==> config.mk <==
export PLATFORM = sky130hd
export DESIGN_NAME = countdown_timer
export DESIGN_NICKNAME = d
export VERILOG_FILES = /design/src/rtl/countdown_timer.sv
export SDC_FILE = /design/constraint.sdc
export NUM_CORES = 1
export LEC_CHECK = 0
export ABC_AREA = 1
export CAP_MARGIN = 20
export CORE_ASPECT_RATIO = 1.1
export CORE_UTILIZATION = 52
export DETAILED_ROUTE_END_ITERATION = 6
export PLACE_DENSITY = 0.76
export RECOVER_POWER = 25
export SYNTH_ARGS = -nofsm -noshare
export SYNTH_HDL_FRONTEND = slang
export SYNTH_SLANG_ARGS = --single-unit
==> constraint.sdc <==
create_clock -name clk -period 1.73 [get_ports clk]
set_input_delay 0.4325 -clock clk [delete_from_list [all_inputs] [get_ports clk]]
set_output_delay 0.4325 -clock clk [all_outputs]
set_load 0.05 [all_outputs]
==> src/rtl/countdown_timer.sv <==
// countdown_timer
//   Loadable down-counter with prescaler, pause and auto-reload. Counts Q
//   toward zero, one step every PRESCALE running cycles, and pulses done for
//   one cycle on expiry. Used for interval timing (serve delay, ball-speed
//   step interval, controller poll spacing).
//
// Parameters
//   WIDTH     width of Q and load_value
//   PRESCALE  clock cycles per decrement while running (>= 1)
//
// Ports
//   clk          system clock, rising edge
//   reset_n      asynchronous active-low reset
//   load         load strobe, overrides everything else on its edge
//   load_value   value captured into Q and the reload register on load
//   ctrl         00 no-op, 01 start/resume, 10 pause, 11 abort
//   auto_reload  on expiry, reload from the saved value and keep running
//   busy         high while in RUN or PAUSE
//   done         one-cycle registered pulse on expiry
//   Q            current count
module countdown_timer #(
    parameter int WIDTH    = 10,
    parameter int PRESCALE = 1
) (
    input  logic             clk,
    input  logic             reset_n,
    input  logic             load,
    input  logic [WIDTH-1:0] load_value,
    input  logic [1:0]       ctrl,
    input  logic             auto_reload,
    output logic             busy,
    output logic             done,
    output logic [WIDTH-1:0] Q
);

    localparam int PW = (PRESCALE > 1) ? $clog2(PRESCALE) : 1;
    localparam logic [PW-1:0]    PS_LAST = PW'(PRESCALE - 1);
    localparam logic [WIDTH-1:0] ONE     = WIDTH'(1);

    localparam logic [1:0] CMD_START = 2'b01;
    localparam logic [1:0] CMD_PAUSE = 2'b10;
    localparam logic [1:0] CMD_ABORT = 2'b11;

    typedef enum logic [1:0] {
        IDLE  = 2'd0,
        RUN   = 2'd1,
        PAUSE = 2'd2
    } state_t;

    state_t           state, state_nxt;
    logic [WIDTH-1:0] q_nxt;
    logic [WIDTH-1:0] reload_reg, reload_nxt;
    logic [PW-1:0]    presc, presc_nxt;
    logic             done_nxt;

    always_ff @(posedge clk or negedge reset_n) begin
        if (!reset_n) begin
            state      <= IDLE;
            Q          <= '0;
            reload_reg <= '0;
            presc      <= '0;
            done       <= 1'b0;
        end else begin
            state      <= state_nxt;
            Q          <= q_nxt;
            reload_reg <= reload_nxt;
            presc      <= presc_nxt;
            done       <= done_nxt;
        end
    end

    always_comb begin
        state_nxt  = state;
        q_nxt      = Q;
        reload_nxt = reload_reg;
        presc_nxt  = presc;
        done_nxt   = 1'b0;

        if (load) begin
            // Loading always parks the timer; a new start is needed.
            q_nxt      = load_value;
            reload_nxt = load_value;
            presc_nxt  = '0;
            state_nxt  = IDLE;
        end else if (ctrl == CMD_ABORT) begin
            // Abort wins even on an expiry edge, so no done pulse here.
            q_nxt     = '0;
            presc_nxt = '0;
            state_nxt = IDLE;
        end else begin
            unique case (state)
                IDLE: begin
                    // Starting from zero would expire instantly; ignore it.
                    if (ctrl == CMD_START && Q != '0) begin
                        state_nxt = RUN;
                        presc_nxt = '0;
                    end
                end
                RUN: begin
                    if (ctrl == CMD_PAUSE) begin
                        // Freeze on the pause edge even if a tick was due.
                        state_nxt = PAUSE;
                    end else if (presc == PS_LAST) begin
                        presc_nxt = '0;
                        if (Q > ONE) begin
                            q_nxt = Q - ONE;
                        end else if (auto_reload && reload_reg != '0) begin
                            q_nxt    = reload_reg;
                            done_nxt = 1'b1;
                        end else begin
                            q_nxt     = '0;
                            done_nxt  = 1'b1;
                            state_nxt = IDLE;
                        end
                    end else begin
                        presc_nxt = presc + PW'(1);
                    end
                end
                PAUSE: begin
                    // Resume keeps the frozen prescaler phase.
                    if (ctrl == CMD_START) state_nxt = RUN;
                end
                default: state_nxt = IDLE;
            endcase
        end
    end

    assign busy = (state != IDLE);

endmodule
Word-level counts from Yosys, hierarchy flattened
Index checks and enable logic that the tools add are counted.
Widths: inputs -> output; s select.
{ "classes": {"n_addsub": 2, "n_lt_le_gt_ge": 1, "eq_ne": 13, "muxes": 28, "reduce_logical": 11} }
{ "ops": {"columns": ["operator", "n"], "rows": [
  ["$mux 10", 7],
  ["$reduce_bool 10->1", 2],
  ["$mux 2", 8],
  ["$ne 5x5->1 const B", 3],
  ["$ne 4x4->1 const B", 3],
  ["$mux 1", 11],
  ["$gt 10x1->1 const B", 1],
  ["$sub 10x1->10 const B", 1],
  ["$eq 2x2->1 const B", 3],
  ["$pmux 2 s3", 1],
  ["$reduce_and 3->1", 2],
  ["$reduce_and 5->1", 1],
  ["$eq 2x1->1 const B", 2],
  ["$reduce_bool 4->1", 1],
  ["$ne 3x2->1 const B", 1],
  ["$ne 3x3->1 const B", 1],
  ["$reduce_bool 3->1", 1],
  ["$logic_and 1x1->1", 2],
  ["$logic_not 2->1", 1],
  ["$pmux 1 s2", 1],
  ["$reduce_bool 2->1", 1],
  ["$add 1x1->1 const B", 1]
]} }
{ "word_totals": {"ff_bits": 24, "out_inout_bits": 12, "wordCells": 60} }

Depth between registers and ports, before layout
{ "depth": {"word_depth": 9, "mapped_depth": 9, "depth_no_buf": 9} }

Worst setup path after synthesis
OpenSTA, ideal clock, no wires.
{ "synth_path": {"kind": "reg2reg", "start": "register Q[0]", "end": "register Q[6]", "setup_time_ps": 78, "arrival_time_ps": 1780, "path_slack_ps": -128, "stages_incl_launch_ff": 8, "n_path_buf": 0, "path_cell_list": "dfrtp_1 > inv_1 > ha_1 > o21ai_2 > nor2_4 > o21ai_1 > nand3_1 > a21oi_1"} }
{ "synth_via": {"elab_chain_cells": 7, "word_cells_on_any_way": 8} }
{ "synth_lines": {"columns": ["item", "line_no", "rtl"], "rows": [
  ["start, declared", "33", "output logic [WIDTH-1:0] Q"],
  ["start signal, assigned", "65", "Q <= q_nxt;"],
  ["$sub 10x1->10 / $gt 10x1->1 (equally long branches)", "106, 105", null],
  ["$mux 10 *", "105", "if (Q > ONE) begin"],
  ["$mux 10 *", "103", "end else if (presc == PS_LAST) begin"],
  ["$mux 10 *", "100", "if (ctrl == CMD_PAUSE) begin"],
  ["$mux 10 *", "91", "unique case (state)"],
  ["$mux 10 *", "85", "end else if (ctrl == CMD_ABORT) begin"],
  ["$mux 10 *", "79", "if (load) begin"]
]} }
Every way passes the cells marked *; elsewhere a longest branch is shown, timed or not. The select of a mux whose other input is x is not followed.
A chain may end at the register's enable or synchronous reset.

Final worst setup path
{ "layout_path": {"start": "register Q[0]", "end": "register Q[9]"} }
The elaborated chain is that of the path after synthesis.

==> results.json <==
{
  "nets": 279,
  "port_buffers": 27,
  "p_int_mw": 1.04,
  "cts_root_buffer": "clkbuf_4",
  "worst_pin_slew_ps": 578,
  "ys_async_sr_fraction_pct": 100,
  "syn_area_um2": 1510,
  "antenna_found_initial": 0,
  "avgSynthCellArea_um2": 6.84,
  "status": "finished clean",
  "tritoncts": "yes",
  "cp_slowest_cell": "dfrtp_2",
  "place_area_um2": 1990,
  "track_usage_pct": 25.2,
  "start_util_pct": 54.9,
  "wl_per_cell_um": 11.4,
  "hold_class": "reg -> reg",
  "synth_cell_types": 24,
  "dieArea_um2": 3130,
  "slew-limit-headroom_pct": 61.5,
  "seqPwrFrac_pct": 40.1,
  "max_stage_delay_ps": 420,
  "cts-resized-gates": 0,
  "cp-start-kind": "flop",
  "clockBufferDepth": 2,
  "syn_nets": 239,
  "multi_input_area_um2": 822,
  "drv_cap": 0,
  "path_max_fanout": 6,
  "grt_pass1_wl_um": 5670,
  "grt_pass1_vias": 1253,
  "grt_start_max_net_pins": 27,
  "synth_top_area_share_pct": 38.1,
  "die_y_um": 58.5,
  "synth_area_leader_cell": "dfrtp_1",
  "period_share_pct": 93.2,
  "end_kind": "flop",
  "synth_seq_cells": 23,
  "die_width_um": 53.4,
  "cts_made_buffers": 3,
  "grt_overflow_total": 0,
  "fin_worst_skew_ps": 8.55,
  "viasPerCell": 5.11,
  "ys.warnings.count": 0,
  "fillCellCount": 221,
  "first_pass_iters": 5,
  "peakVddDrop_mv": 0.629,
  "final_core_util_pct": 73.0,
  "totalWireLength_um": 3350,
  "clkLatencyLatePin_ps": 310,
  "cp.required_ps": 1980,
  "ctsHtreeMaxLevel": 1,
  "drcViolationCount": 0,
  "fin_setup_tns_ps": 0,
  "num_rows": 20,
  "power_leakage_nw": 0.978,
  "crit_arrival_ps": 1860,
  "cts_num_sinks": 23,
  "hold_viol": 0,
  "ant_nets": 0,
  "period_minus_slack_ps": 1610,
  "synth_edf_count": 0,
  "p_clk_share_pct": 14.3,
  "syn2layout_area_growth_pct": 33.0,
  "clk_pin_slew_ps": 120,
  "drt_iter0_drc": 87,
  "post-dp-hpwl_um": 2680,
  "max_freq_mhz": 620,
  "core_region_area_um2": 2750,
  "setup_viol_count_final": 0,
  "n_antenna_cell": 0,
  "boundaryPins": 28,
  "gp_congestion": 0.818,
  "switching_share_pct": 40.2,
  "cts_setup_buffers": 0,
  "syn_inst": 221,
  "fin_area_um2": 2010,
  "p_switching_uw": 697,
  "ys_dominant_reg_cell": "dfrtp_1",
  "drive_gt1_share_pct": 17.7,
  "powerDensity_nw_per_um2": 863,
  "num_vias": 1498,
  "yosys-top-cells-area": "dfrtp_1 (38%), nand2_1 (17%), a21oi_1 (7.9%), nor2_1 (6.7%), nand3_1 (5.3%)",
  "hold_buffers": 0,
  "ys_seq_area_share_pct": 38.1,
  "rsz0062_at_grt": "false",
  "power_frac_comb_pct": 45.6,
  "drv_slew": 0,
  "worstSetupPathType": "reg -> reg",
  "regArea_um2": 578,
  "worstPathCellList": "inv_1 > ha_1 > o21ai_2 > nor2_4 > o21ai_1 > nand3_1 > a21oi_1"
}
[kinds of logic after synthesis]
family,share of synthesized area (%)
adder cells (fa/ha/maj),1.66
flip-flops,38.1
buffers and inverters,7.53
AND/OR/NAND/NOR,38.6
AO/OA/AOI/OAI,13.6
XOR/XNOR,0.580
[metrics by stage]
| stage | hold WS, ps | std cells | worst slack [ps] | total power, mW |
|---|---|---|---|---|
| after global placement | 480 | 289 | 89.4 | 1.49 |
| after floorplan | 137 | 221 | 63.7 | 1.14 |
| after global routing | 552 | 293 | 6.76 | 1.84 |
| final | 514 | 293 | 117 | 1.73 |
| after CTS | 464 | 293 | 125 | 1.75 |
| after detailed placement | 487 | 289 | 60.5 | 1.50 |
[cell usage after synthesis, types with 2 or more instances]
| cell type | number |
|---|---|
| nand4_1 | 2 |
| nor3_1 | 4 |
| dfrtp_1 | 23 |
| inv_2 | 3 |
| o21ai_1 | 2 |
| nor2_1 | 27 |
| nor2_2 | 3 |
| clkbuf_1 | 2 |
| nand2_4 | 3 |
| inv_1 | 21 |
| o21ai_0 | 7 |
| a21oi_1 | 24 |
| o21bai_1 | 3 |
| nand2_1 | 68 |
| ha_1 | 2 |
| nor2_4 | 4 |
| nand3_1 | 16 |
[placed cells by master (no fill, tap or decap), drive strengths merged]
master,n
nor2,34
nand2,72
a21oi,25
ha,2
nand4,2
nor3,4
dfrtp,23
o21bai,3
dlygate4sd3,1
nand3,17
clkdlybuf4s50,14
xnor2,1
clkbuf,5
inv,24
o21ai,10
buf,23
[critical path: cells and delay by family (launching register included)]
kind,cells,cell delay [ps]
compound gates,3,580
flops,1,420
fa+ha+maj,1,270
simple gates,2,220
buf+inv,1,60
[layout make-up]
cell class	count	area share (%)
Inverter	24	4.48
Tap cell	33	2.05
Multi-Input combinational cell	170	40.9
Sequential cell	23	28.7
Clock buffer	4	1.31
Timing Repair Buffer	39	22.5
[layer usage]
metal	global-route usage, %	wire (um)
met2	37.1	1560
met1	39.5	1580
met3	1.55	176
met5	0	0
met4	7.89	38
[power groups by stage]
stage | clock, mW | sequential [mW] | combinational, mW
6_report | 0.248 | 0.695 | 0.792
5_1_grt | 0.276 | 0.708 | 0.857
4_1_cts | 0.257 | 0.695 | 0.796
3_5_place_dp | 0 | 0.706 | 0.793
3_3_place_gp | 0 | 0.704 | 0.787
2_1_floorplan | 0 | 0.831 | 0.313
[final timing paths]
| kind | from | to | slack (ps) | depth (start not counted) |
|---|---|---|---|---|
| setup / recovery | Q[0] | Q[9] | 120 | 7 |
| hold / removal | reload_reg[3] | reload_reg[3] | 510 | 2 |
| setup reg to reg | Q[0] | Q[9] | 120 | 7 |
| hold reg to reg | reload_reg[3] | reload_reg[3] | 510 | 2 |
| max in group asynchronous | reset_n | Q[1] | 690 | 2 |
| min in group asynchronous | reset_n | reload_reg[4] | 630 | 2 |
Power figures use the tool's default switching activity.
